**config.mk**
```make
export PLATFORM = sky130hd
export DESIGN_NAME = spi_slave_gen2
export DESIGN_NICKNAME = d
export VERILOG_FILES = /design/src/rtl/spi_slave_gen2_pkg.sv /design/src/rtl/spi_slave_gen2_sync_edge.sv /design/src/rtl/spi_slave_gen2.sv
export SDC_FILE = /design/constraint.sdc
export NUM_CORES = 1
export LEC_CHECK = 0
export ABC_CLOCK_PERIOD_IN_PS = 6080
export CAP_MARGIN = 5
export CORE_UTILIZATION = 40
export DETAILED_ROUTE_END_ITERATION = 12
export DONT_BUFFER_PORTS = 1
export GPL_ROUTABILITY_DRIVEN = 0
export PLACE_DENSITY = 0.63
export SLEW_MARGIN = 20
export SYNTH_ARGS = -nofsm -noshare
export SYNTH_HDL_FRONTEND = slang
export SYNTH_SLANG_ARGS = --single-unit
```
**constraint.sdc**
```tcl
create_clock -name wb_clk_i -period 6.08 [get_ports wb_clk_i]
set_input_delay 0.912 -clock wb_clk_i [delete_from_list [all_inputs] [get_ports wb_clk_i]]
set_output_delay 0.912 -clock wb_clk_i [all_outputs]
set_load 0.01 [all_outputs]
```
**src/rtl/spi_slave_gen2_pkg.sv**
```systemverilog
// Shared register map, control/status bit positions, FSM states and helpers
// for the oversampling Wishbone SPI slave.
package spi_slave_gen2_pkg;

  // Register select values on wb_adr_i[4:2]
  localparam logic [2:0] REG_DATA   = 3'd0;
  localparam logic [2:0] REG_CTRL   = 3'd4;
  localparam logic [2:0] REG_STATUS = 3'd5;

  // CTRL bit positions ([5:0] is CHAR_LEN)
  localparam int CTRL_LEN_W  = 6;
  localparam int CTRL_RX_NEG = 8;
  localparam int CTRL_TX_NEG = 9;
  localparam int CTRL_LSB    = 10;
  localparam int CTRL_IE     = 11;
  localparam int CTRL_EN     = 12;

  // STATUS bit positions
  localparam int STAT_RX_VALID = 0;
  localparam int STAT_TX_EMPTY = 1;
  localparam int STAT_OVERRUN  = 2;
  localparam int STAT_BUSY     = 3;

  typedef enum logic [1:0] {
    S_IDLE  = 2'd0,
    S_LOAD  = 2'd1,
    S_SHIFT = 2'd2
  } state_e;

  typedef struct packed {
    logic                  en;
    logic                  ie;
    logic                  lsb;
    logic                  tx_neg;
    logic                  rx_neg;
    logic [CTRL_LEN_W-1:0] char_len;
  } ctrl_t;

  // CHAR_LEN of 0 (or anything beyond the data width) means a full-width character.
  function automatic logic [CTRL_LEN_W-1:0] eff_char_len(input logic [CTRL_LEN_W-1:0] len,
                                                         input int max_len);
    if (len == '0 || int'(len) > max_len) return CTRL_LEN_W'(max_len);
    return len;
  endfunction

endpackage

```
**src/rtl/spi_slave_gen2_sync_edge.sv**
```systemverilog
// Multi-stage synchroniser for one SPI pad with registered rise/fall strobes.
// Level output lags the pad by STAGES cycles, the edge strobes by STAGES+1.
module spi_slave_gen2_sync_edge #(
  parameter int   STAGES  = 2,
  parameter logic RST_VAL = 1'b0
) (
  input  logic clk_i,
  input  logic rst_i,
  input  logic d_i,
  output logic q_o,
  output logic rise_o,
  output logic fall_o
);

  logic [STAGES-1:0] sync_q;
  logic              prev_q;
  logic              rise_q;
  logic              fall_q;

  // Synchroniser chain, previous-value flop and edge strobes.
  always_ff @(posedge clk_i or posedge rst_i) begin
    if (rst_i) begin
      sync_q <= {STAGES{RST_VAL}};
      prev_q <= RST_VAL;
      rise_q <= 1'b0;
      fall_q <= 1'b0;
    end else begin
      sync_q <= {sync_q[STAGES-2:0], d_i};
      prev_q <= sync_q[STAGES-1];
      rise_q <= sync_q[STAGES-1] & ~prev_q;
      fall_q <= ~sync_q[STAGES-1] & prev_q;
    end
  end

  assign q_o    = sync_q[STAGES-1];
  assign rise_o = rise_q;
  assign fall_o = fall_q;

endmodule

```
**src/rtl/spi_slave_gen2.sv**
```systemverilog
// Wishbone SPI slave that oversamples the SPI pads in the wb_clk_i domain.
// Programmable character length, edge selection, bit order, a one-deep TX
// buffer and an RX holding register with overrun detection.
module spi_slave_gen2
  import spi_slave_gen2_pkg::*;
#(
  parameter int DATA_W      = 32,
  parameter int SS_NB       = 8,
  parameter int SYNC_STAGES = 2
) (
  input  logic             wb_clk_i,
  input  logic             wb_rst_i,
  input  logic [4:0]       wb_adr_i,
  input  logic [31:0]      wb_dat_i,
  output logic [31:0]      wb_dat_o,
  input  logic [3:0]       wb_sel_i,
  input  logic             wb_we_i,
  input  logic             wb_stb_i,
  input  logic             wb_cyc_i,
  output logic             wb_ack_o,
  output logic             wb_err_o,
  output logic             wb_int_o,
  input  logic [SS_NB-1:0] ss_pad_i,
  input  logic             sclk_pad_i,
  input  logic             mosi_pad_i,
  output logic             miso_pad_o
);

  // Pad synchronisers
  logic sclk_s, sclk_rise, sclk_fall;
  logic ss_all_s, ss_rise_unused, ss_fall_unused;
  logic mosi_s, mosi_rise_unused, mosi_fall_unused;
  logic sel_s;

  spi_slave_gen2_sync_edge #(.STAGES(SYNC_STAGES), .RST_VAL(1'b0)) u_sync_sclk (
    .clk_i (wb_clk_i), .rst_i (wb_rst_i), .d_i (sclk_pad_i),
    .q_o (sclk_s), .rise_o (sclk_rise), .fall_o (sclk_fall)
  );

  spi_slave_gen2_sync_edge #(.STAGES(SYNC_STAGES), .RST_VAL(1'b1)) u_sync_ss (
    .clk_i (wb_clk_i), .rst_i (wb_rst_i), .d_i (&ss_pad_i),
    .q_o (ss_all_s), .rise_o (ss_rise_unused), .fall_o (ss_fall_unused)
  );

  spi_slave_gen2_sync_edge #(.STAGES(SYNC_STAGES), .RST_VAL(1'b0)) u_sync_mosi (
    .clk_i (wb_clk_i), .rst_i (wb_rst_i), .d_i (mosi_pad_i),
    .q_o (mosi_s), .rise_o (mosi_rise_unused), .fall_o (mosi_fall_unused)
  );

  assign sel_s = ~ss_all_s;

  // Registers
  ctrl_t             ctrl_q;
  logic [DATA_W-1:0] tx_buf_q, rx_q, shift_q, shift_d;
  logic              tx_empty_q, rx_valid_q, ovr_q, busy_q, busy_d;
  logic              miso_q, miso_d;
  logic              sampled_q, sampled_d;
  logic [5:0]        cnt_q, cnt_d;
  logic              ack_q, int_q;
  logic [31:0]       dat_q, rdata;
  state_e            state_q, state_d;

  // Bus decode
  logic       wb_req, wr_hit, rd_hit;
  logic [2:0] reg_sel;
  logic       sclk_level_unused;
  logic       bus_bits_unused;

  assign wb_req  = wb_cyc_i & wb_stb_i & ~ack_q;
  assign wr_hit  = wb_req & wb_we_i;
  assign rd_hit  = wb_req & ~wb_we_i;
  assign reg_sel = wb_adr_i[4:2];
  assign sclk_level_unused = sclk_s;
  assign bus_bits_unused   = ^{wb_adr_i[1:0], wb_dat_i, wb_sel_i};

  // Character geometry derived from CTRL
  logic [5:0]        len, len_m1;
  logic [DATA_W-1:0] len_mask, load_word, load_msb, cur_msb, rx_new;
  logic              sample_edge, launch_edge;
  logic              do_load, rx_upd;

  assign len         = eff_char_len(ctrl_q.char_len, DATA_W);
  assign len_m1      = len - 6'd1;
  assign sample_edge = ctrl_q.rx_neg ? sclk_fall : sclk_rise;
  assign launch_edge = ctrl_q.tx_neg ? sclk_fall : sclk_rise;
  assign load_word   = tx_empty_q ? '0 : (tx_buf_q & len_mask);
  assign load_msb    = load_word >> len_m1;
  assign cur_msb     = shift_q >> len_m1;
  assign rx_new      = shift_d & len_mask;

  // Mask of the active character bits.
  always_comb begin
    len_mask = '0;
    for (int i = 0; i < DATA_W; i++) len_mask[i] = (i < int'(len));
  end

  // FSM state and shift datapath registers.
  always_ff @(posedge wb_clk_i or posedge wb_rst_i) begin
    if (wb_rst_i) begin
      state_q   <= S_IDLE;
      shift_q   <= '0;
      cnt_q     <= '0;
      sampled_q <= 1'b0;
      miso_q    <= 1'b0;
      busy_q    <= 1'b0;
    end else begin
      state_q   <= state_d;
      shift_q   <= shift_d;
      cnt_q     <= cnt_d;
      sampled_q <= sampled_d;
      miso_q    <= miso_d;
      busy_q    <= busy_d;
    end
  end

  // FSM next state, shifting and character completion.
  always_comb begin
    state_d   = state_q;
    shift_d   = shift_q;
    cnt_d     = cnt_q;
    sampled_d = sampled_q;
    miso_d    = miso_q;
    busy_d    = busy_q;
    do_load   = 1'b0;
    rx_upd    = 1'b0;
    unique case (state_q)
      S_IDLE: begin
        busy_d = 1'b0;
        if (ctrl_q.en && sel_s) state_d = S_LOAD;
      end
      S_LOAD: begin
        do_load   = 1'b1;
        shift_d   = load_word;
        miso_d    = ctrl_q.lsb ? load_word[0] : load_msb[0];
        cnt_d     = '0;
        sampled_d = 1'b0;
        busy_d    = 1'b1;
        state_d   = S_SHIFT;
      end
      S_SHIFT: begin
        if (!sel_s) begin
          // Partial character is dropped; miso keeps its last value.
          busy_d  = 1'b0;
          state_d = S_IDLE;
        end else begin
          // The first launch edge precedes any sample and would skip bit 0.
          if (launch_edge && sampled_q) miso_d = ctrl_q.lsb ? shift_q[0] : cur_msb[0];
          if (sample_edge) begin
            if (ctrl_q.lsb) shift_d = (shift_q >> 1) | (DATA_W'(mosi_s) << len_m1);
            else            shift_d = (shift_q << 1) | DATA_W'(mosi_s);
            cnt_d     = cnt_q + 6'd1;
            sampled_d = 1'b1;
            if (cnt_d == len) begin
              rx_upd  = 1'b1;
              state_d = S_LOAD;
            end
          end
        end
      end
      default: state_d = S_IDLE;
    endcase
  end

  // Register file: CTRL, TX buffer, RX holding register and status flags.
  always_ff @(posedge wb_clk_i or posedge wb_rst_i) begin
    if (wb_rst_i) begin
      ctrl_q     <= '0;
      tx_buf_q   <= '0;
      tx_empty_q <= 1'b1;
      rx_q       <= '0;
      rx_valid_q <= 1'b0;
      ovr_q      <= 1'b0;
    end else begin
      if (wr_hit && reg_sel == REG_CTRL && !busy_q) begin
        if (wb_sel_i[0]) ctrl_q.char_len <= wb_dat_i[CTRL_LEN_W-1:0];
        if (wb_sel_i[1]) begin
          ctrl_q.rx_neg <= wb_dat_i[CTRL_RX_NEG];
          ctrl_q.tx_neg <= wb_dat_i[CTRL_TX_NEG];
          ctrl_q.lsb    <= wb_dat_i[CTRL_LSB];
          ctrl_q.ie     <= wb_dat_i[CTRL_IE];
          ctrl_q.en     <= wb_dat_i[CTRL_EN];
        end
      end
      // A write landing with LOAD wins: LOAD already took the old buffer.
      if (wr_hit && reg_sel == REG_DATA) begin
        tx_buf_q   <= wb_dat_i[DATA_W-1:0];
        tx_empty_q <= 1'b0;
      end else if (do_load) begin
        tx_empty_q <= 1'b1;
      end
      // A new character beats a simultaneous DATA read.
      if (rx_upd) begin
        rx_q       <= rx_new;
        rx_valid_q <= 1'b1;
      end else if (rd_hit && reg_sel == REG_DATA) begin
        rx_valid_q <= 1'b0;
      end
      if (rx_upd && rx_valid_q) ovr_q <= 1'b1;
      else if (wr_hit && reg_sel == REG_STATUS && wb_sel_i[0] && wb_dat_i[STAT_OVERRUN])
        ovr_q <= 1'b0;
    end
  end

  // Read data multiplexer.
  always_comb begin
    rdata = '0;
    unique case (reg_sel)
      REG_DATA: rdata = 32'(rx_q);
      REG_CTRL: begin
        rdata[CTRL_LEN_W-1:0] = ctrl_q.char_len;
        rdata[CTRL_RX_NEG]    = ctrl_q.rx_neg;
        rdata[CTRL_TX_NEG]    = ctrl_q.tx_neg;
        rdata[CTRL_LSB]       = ctrl_q.lsb;
        rdata[CTRL_IE]        = ctrl_q.ie;
        rdata[CTRL_EN]        = ctrl_q.en;
      end
      REG_STATUS: begin
        rdata[STAT_RX_VALID] = rx_valid_q;
        rdata[STAT_TX_EMPTY] = tx_empty_q;
        rdata[STAT_OVERRUN]  = ovr_q;
        rdata[STAT_BUSY]     = busy_q;
      end
      default: rdata = '0;
    endcase
  end

  // Bus handshake, registered read data and interrupt.
  always_ff @(posedge wb_clk_i or posedge wb_rst_i) begin
    if (wb_rst_i) begin
      ack_q <= 1'b0;
      dat_q <= '0;
      int_q <= 1'b0;
    end else begin
      ack_q <= wb_req;
      if (rd_hit) dat_q <= rdata;
      int_q <= ctrl_q.ie & (rx_valid_q | ovr_q);
    end
  end

  assign wb_ack_o   = ack_q;
  assign wb_dat_o   = dat_q;
  assign wb_err_o   = 1'b0;
  assign wb_int_o   = int_q;
  assign miso_pad_o = miso_q;

endmodule
```
==> metrics.csv <==
stage;metric;value;unit
final_layout;flow.area_growth_from_synthesis;7.68;%
die;fp.dieW;150;um
detailed_routing;routed_via_density;6.26;
placed_design;dp_worst_setup_slack;2.10;ns
die;floorplan.initialDensity;0.414;
final_layout;layout.cells.most_common;sky130_fd_sc_hd__dfrtp_1;
min_path;worstHoldPathType;reg2reg;
die;ios;92;
detailed_routing;drcViolationCount;0;
synthesis;synth.avg_cell_area;9.53;um^2
final_layout;antenna_cells;0;
sta;timing_worst_slew_pin_value;0.981;ns
cts;worst_skew_pair.late_latency;0.44;ns
sta;unrepaired_setup_endpoints_after_global_routing;false;
detailed_routing;detail_route.first_pass.iterations;7;
worst_setup_path;critPathArrivalTime;4.53;ns
cts;buffer_count_from_post_cts_setup_fixing;0;
detailed_routing;postRouteAntennaNets;0;
global_routing;global_route.usage.total;0.245;
sta;slew_violations;0;
global_routing;grt_pass1_vias;6894;
worst_setup_path;critical_path_source_type;flip-flop;
sta;fin_tns_setup;0;ns
die;die_h;150;um
sta;fin_ws;1.88;ns
global_routing;initial_antenna_violation_count;0;
synthesis;ys_types;85;
worst_setup_path;critical_path.endpoint_type;flip-flop;
final_layout;final.fill_count;2052;
synthesis;synth-seq-cells;164;
cts;post_cts_repair_resize_count;0;
detailed_routing;drc_violation_total_after_the_first_tritonroute_iteration;940;
cts;cts_max_level;4;
power;powerDensity;360;nW/um^2
cts;cts_tree;done;
final_layout;final_net_count;956;
synthesis;postSynthNetCount;991;
power;post-layout-total-power;3.42;mW
final_layout;final_cell_count_no_fill;1178;
sta;max_freq;238;MHz
synthesis;synth_cells;925;
placed_design;buffer_ports.inserted;0;
global_routing;grt_max_degree;105;
cts;post_cts_hold_buffer_count;0;
cts;root_buffer_selected_by_cts;sky130_fd_sc_hd__clkbuf_16;
synthesis;number_of_synthesized_flops_with_an_enable_pin;0;
final_layout;layout_common_cells;161 x sky130_fd_sc_hd__dfrtp_1, 158 x sky130_fd_sc_hd__nand2_1, 99 x sky130_fd_sc_hd__o21ai_0;
die;rows;53;
synthesis;syn_area;8820;um^2
cts;clock_tree.buffer_depth;2;
die;die_area;22600;um^2
sta;min_period_over_period;0.691;
global_routing;grt_pass1_wl;41.3;mm
detailed_routing;routed-via-count;7372;
detailed_routing;post_drt_wl_per_cell;22.6;um
worst_setup_path;timing.critical_path.fanout_max;42;
sta;final-hold-violation-count;0;
cts;cts-buffers-inserted;17;
synthesis;async_flop_share;1.00;
sta;finalClockSkew;0.0103;ns
cts;clkSinkCount;164;
power;ir_worst_vdd;0.000210;V
cts;cts.clk_slew.worst_paths;0.07;ns
die;core;21300;um^2
sta;endpoints_failing_setup;0;
placed_design;hpwl_detailed;18.5;mm
placed_design;dp.cells;1146;
run;maxCapViolCount;0;
outcome;outcome;completed;
sta;max-slew-margin-rel;0.343;
synthesis;synth_seq_area_share;0.466;
final_layout;layout-drive-gt1-share;0.142;
worst_setup_path;crit_type;reg2reg;
synthesis;ys_dominant_reg_cell;sky130_fd_sc_hd__dfrtp_1;
sta;period_needed;4.20;ns
power;p_leak;3.83;nW
detailed_routing;detail_route.wirelength;26.6;mm
synthesis;yosys_warnings;0;
worst_setup_path;worst_ep_required_time;6.41;ns
global_routing;grt_overflow;0;
==> final timing paths <==
kind,end,start,depth (start not counted),slack [ns]
setup / recovery,rx_q[15]$_DFFE_PP0P_,ctrl_q[1]$_DFFE_PP0P_,8,1.88
hold / removal,u_sync_mosi.sync_q[1]$_DFF_PP0_,u_sync_mosi.sync_q[0]$_DFF_PP0_,0,0.35
setup reg to reg,rx_q[15]$_DFFE_PP0P_,ctrl_q[1]$_DFFE_PP0P_,8,1.88
hold reg to reg,u_sync_mosi.sync_q[1]$_DFF_PP0_,u_sync_mosi.sync_q[0]$_DFF_PP0_,0,0.35
max in group asynchronous,sampled_q$_DFFE_PP0P_,wb_rst_i,2,4.19
min in group asynchronous,wb_dat_o[8]$_DFFE_PP0P_,wb_rst_i,1,0.54
==> power by group <==
part           internal [mW]  switching, mW  leakage, nW
clock                  0.550          0.526        0.288
sequential              1.18          0.126         2.22
combinational          0.320          0.711         1.32
total                   2.05           1.36         3.83
==> synthesized netlist by cell type, types with 3 or more instances <==
cell	count	share of area
sky130_fd_sc_hd__o311ai_0	3	0.0030
sky130_fd_sc_hd__a211oi_1	30	0.026
sky130_fd_sc_hd__nand4_1	22	0.016
sky130_fd_sc_hd__buf_4	6	0.0051
sky130_fd_sc_hd__buf_2	7	0.0040
sky130_fd_sc_hd__nor3_2	3	0.0034
sky130_fd_sc_hd__a2bb2oi_1	4	0.0040
sky130_fd_sc_hd__or4_1	4	0.0034
sky130_fd_sc_hd__nor3b_1	3	0.0026
sky130_fd_sc_hd__or3_1	6	0.0043
sky130_fd_sc_hd__and3_1	6	0.0043
sky130_fd_sc_hd__mux2i_1	8	0.0091
sky130_fd_sc_hd__o21ai_0	99	0.056
sky130_fd_sc_hd__nand3_1	14	0.0079
sky130_fd_sc_hd__ha_1	10	0.014
sky130_fd_sc_hd__nor3_1	16	0.0091
sky130_fd_sc_hd__a221oi_1	3	0.0030
sky130_fd_sc_hd__a21oi_1	15	0.0085
sky130_fd_sc_hd__a22oi_1	9	0.0077
sky130_fd_sc_hd__xnor2_1	9	0.0089
sky130_fd_sc_hd__o41ai_1	4	0.0040
sky130_fd_sc_hd__inv_1	15	0.0064
sky130_fd_sc_hd__mux2_2	47	0.060
sky130_fd_sc_hd__clkbuf_1	42	0.018
sky130_fd_sc_hd__buf_1	3	0.0013
sky130_fd_sc_hd__o21ai_1	43	0.024
sky130_fd_sc_hd__buf_6	4	0.0051
sky130_fd_sc_hd__nor2b_1	7	0.0050
sky130_fd_sc_hd__nand2_1	158	0.067
sky130_fd_sc_hd__nand2b_1	10	0.0071
sky130_fd_sc_hd__nor2_1	36	0.015
sky130_fd_sc_hd__dfrtp_1	161	0.46
sky130_fd_sc_hd__o31ai_1	5	0.0043
sky130_fd_sc_hd__a2111oi_0	3	0.0030
sky130_fd_sc_hd__a22o_1	10	0.0099
sky130_fd_sc_hd__dfstp_2	3	0.0089
sky130_fd_sc_hd__a31oi_1	3	0.0021
sky130_fd_sc_hd__clkbuf_8	5	0.0078
sky130_fd_sc_hd__a32oi_1	24	0.024
sky130_fd_sc_hd__nor4_1	5	0.0035
==> cell families (layout without fill, tap and decap cells) <==
| kind of cell | count (synthesis) | in the layout | synth area share |
|---|---|---|---|
| AO/OA/AOI/OAI | 287 | 287 | 0.214 |
| XOR/XNOR | 13 | 13 | 0.0162 |
| adder cells (fa/ha/maj) | 10 | 10 | 0.0142 |
| buffers and inverters | 84 | 62 | 0.0484 |
| flip-flops | 164 | 164 | 0.466 |
| multiplexers | 56 | 56 | 0.0704 |
| other | 1 | 1 | 0.000425 |
| AND/OR/NAND/NOR | 310 | 310 | 0.170 |
==> area by class of cell <==
type	instances	area (um^2)	area share
Inverter	17	68.8	0.00725
Multi-Input combinational cell	677	4290	0.452
Sequential cell	164	4110	0.433
Clock buffer	17	425	0.0448
Tap cell	275	344	0.0362
Clock inverter	15	159	0.0167
Timing Repair Buffer	13	97.6	0.0103
==> worst max-delay path, stage by stage, from the launching register on <==
cell	delay, ns
sky130_fd_sc_hd__dfrtp_1	0.66
sky130_fd_sc_hd__nor4_4	0.84
sky130_fd_sc_hd__a21oi_1	0.37
sky130_fd_sc_hd__xnor3_1	0.46
sky130_fd_sc_hd__nor4_4	0.54
sky130_fd_sc_hd__nand2_2	0.39
sky130_fd_sc_hd__buf_4	0.38
sky130_fd_sc_hd__and2_0	0.22
sky130_fd_sc_hd__a41o_1	0.20
==> metal layers <==
metal,global-route usage,vias to the layer above,wire [um]
met4,0.0924,0,808
met5,0,-,0
met2,0.353,426,11400
li1,-,3333,-
met3,0.0652,64,2690
met1,0.349,3549,11800
==> sequential cells by signal (all words and copies together), names as in the netlist, 6 cells and up <==
name / count
cnt_q: 6
ctrl_q: 11
wb_dat_o: 32
tx_buf_q: 32
shift_q: 32
rx_q: 32
==> per-stage QoR <==
step           hold slack [ns]  area (um^2)   util
4_1_cts                  0.355         9500  0.446
3_5_place_dp             0.339         8910  0.419
5_1_grt                  0.364         9500  0.446
6_report                 0.351         9500  0.446
3_3_place_gp             0.336         8910  0.419
2_1_floorplan            0.331         8820      -
(Power assumes the default switching activity.)
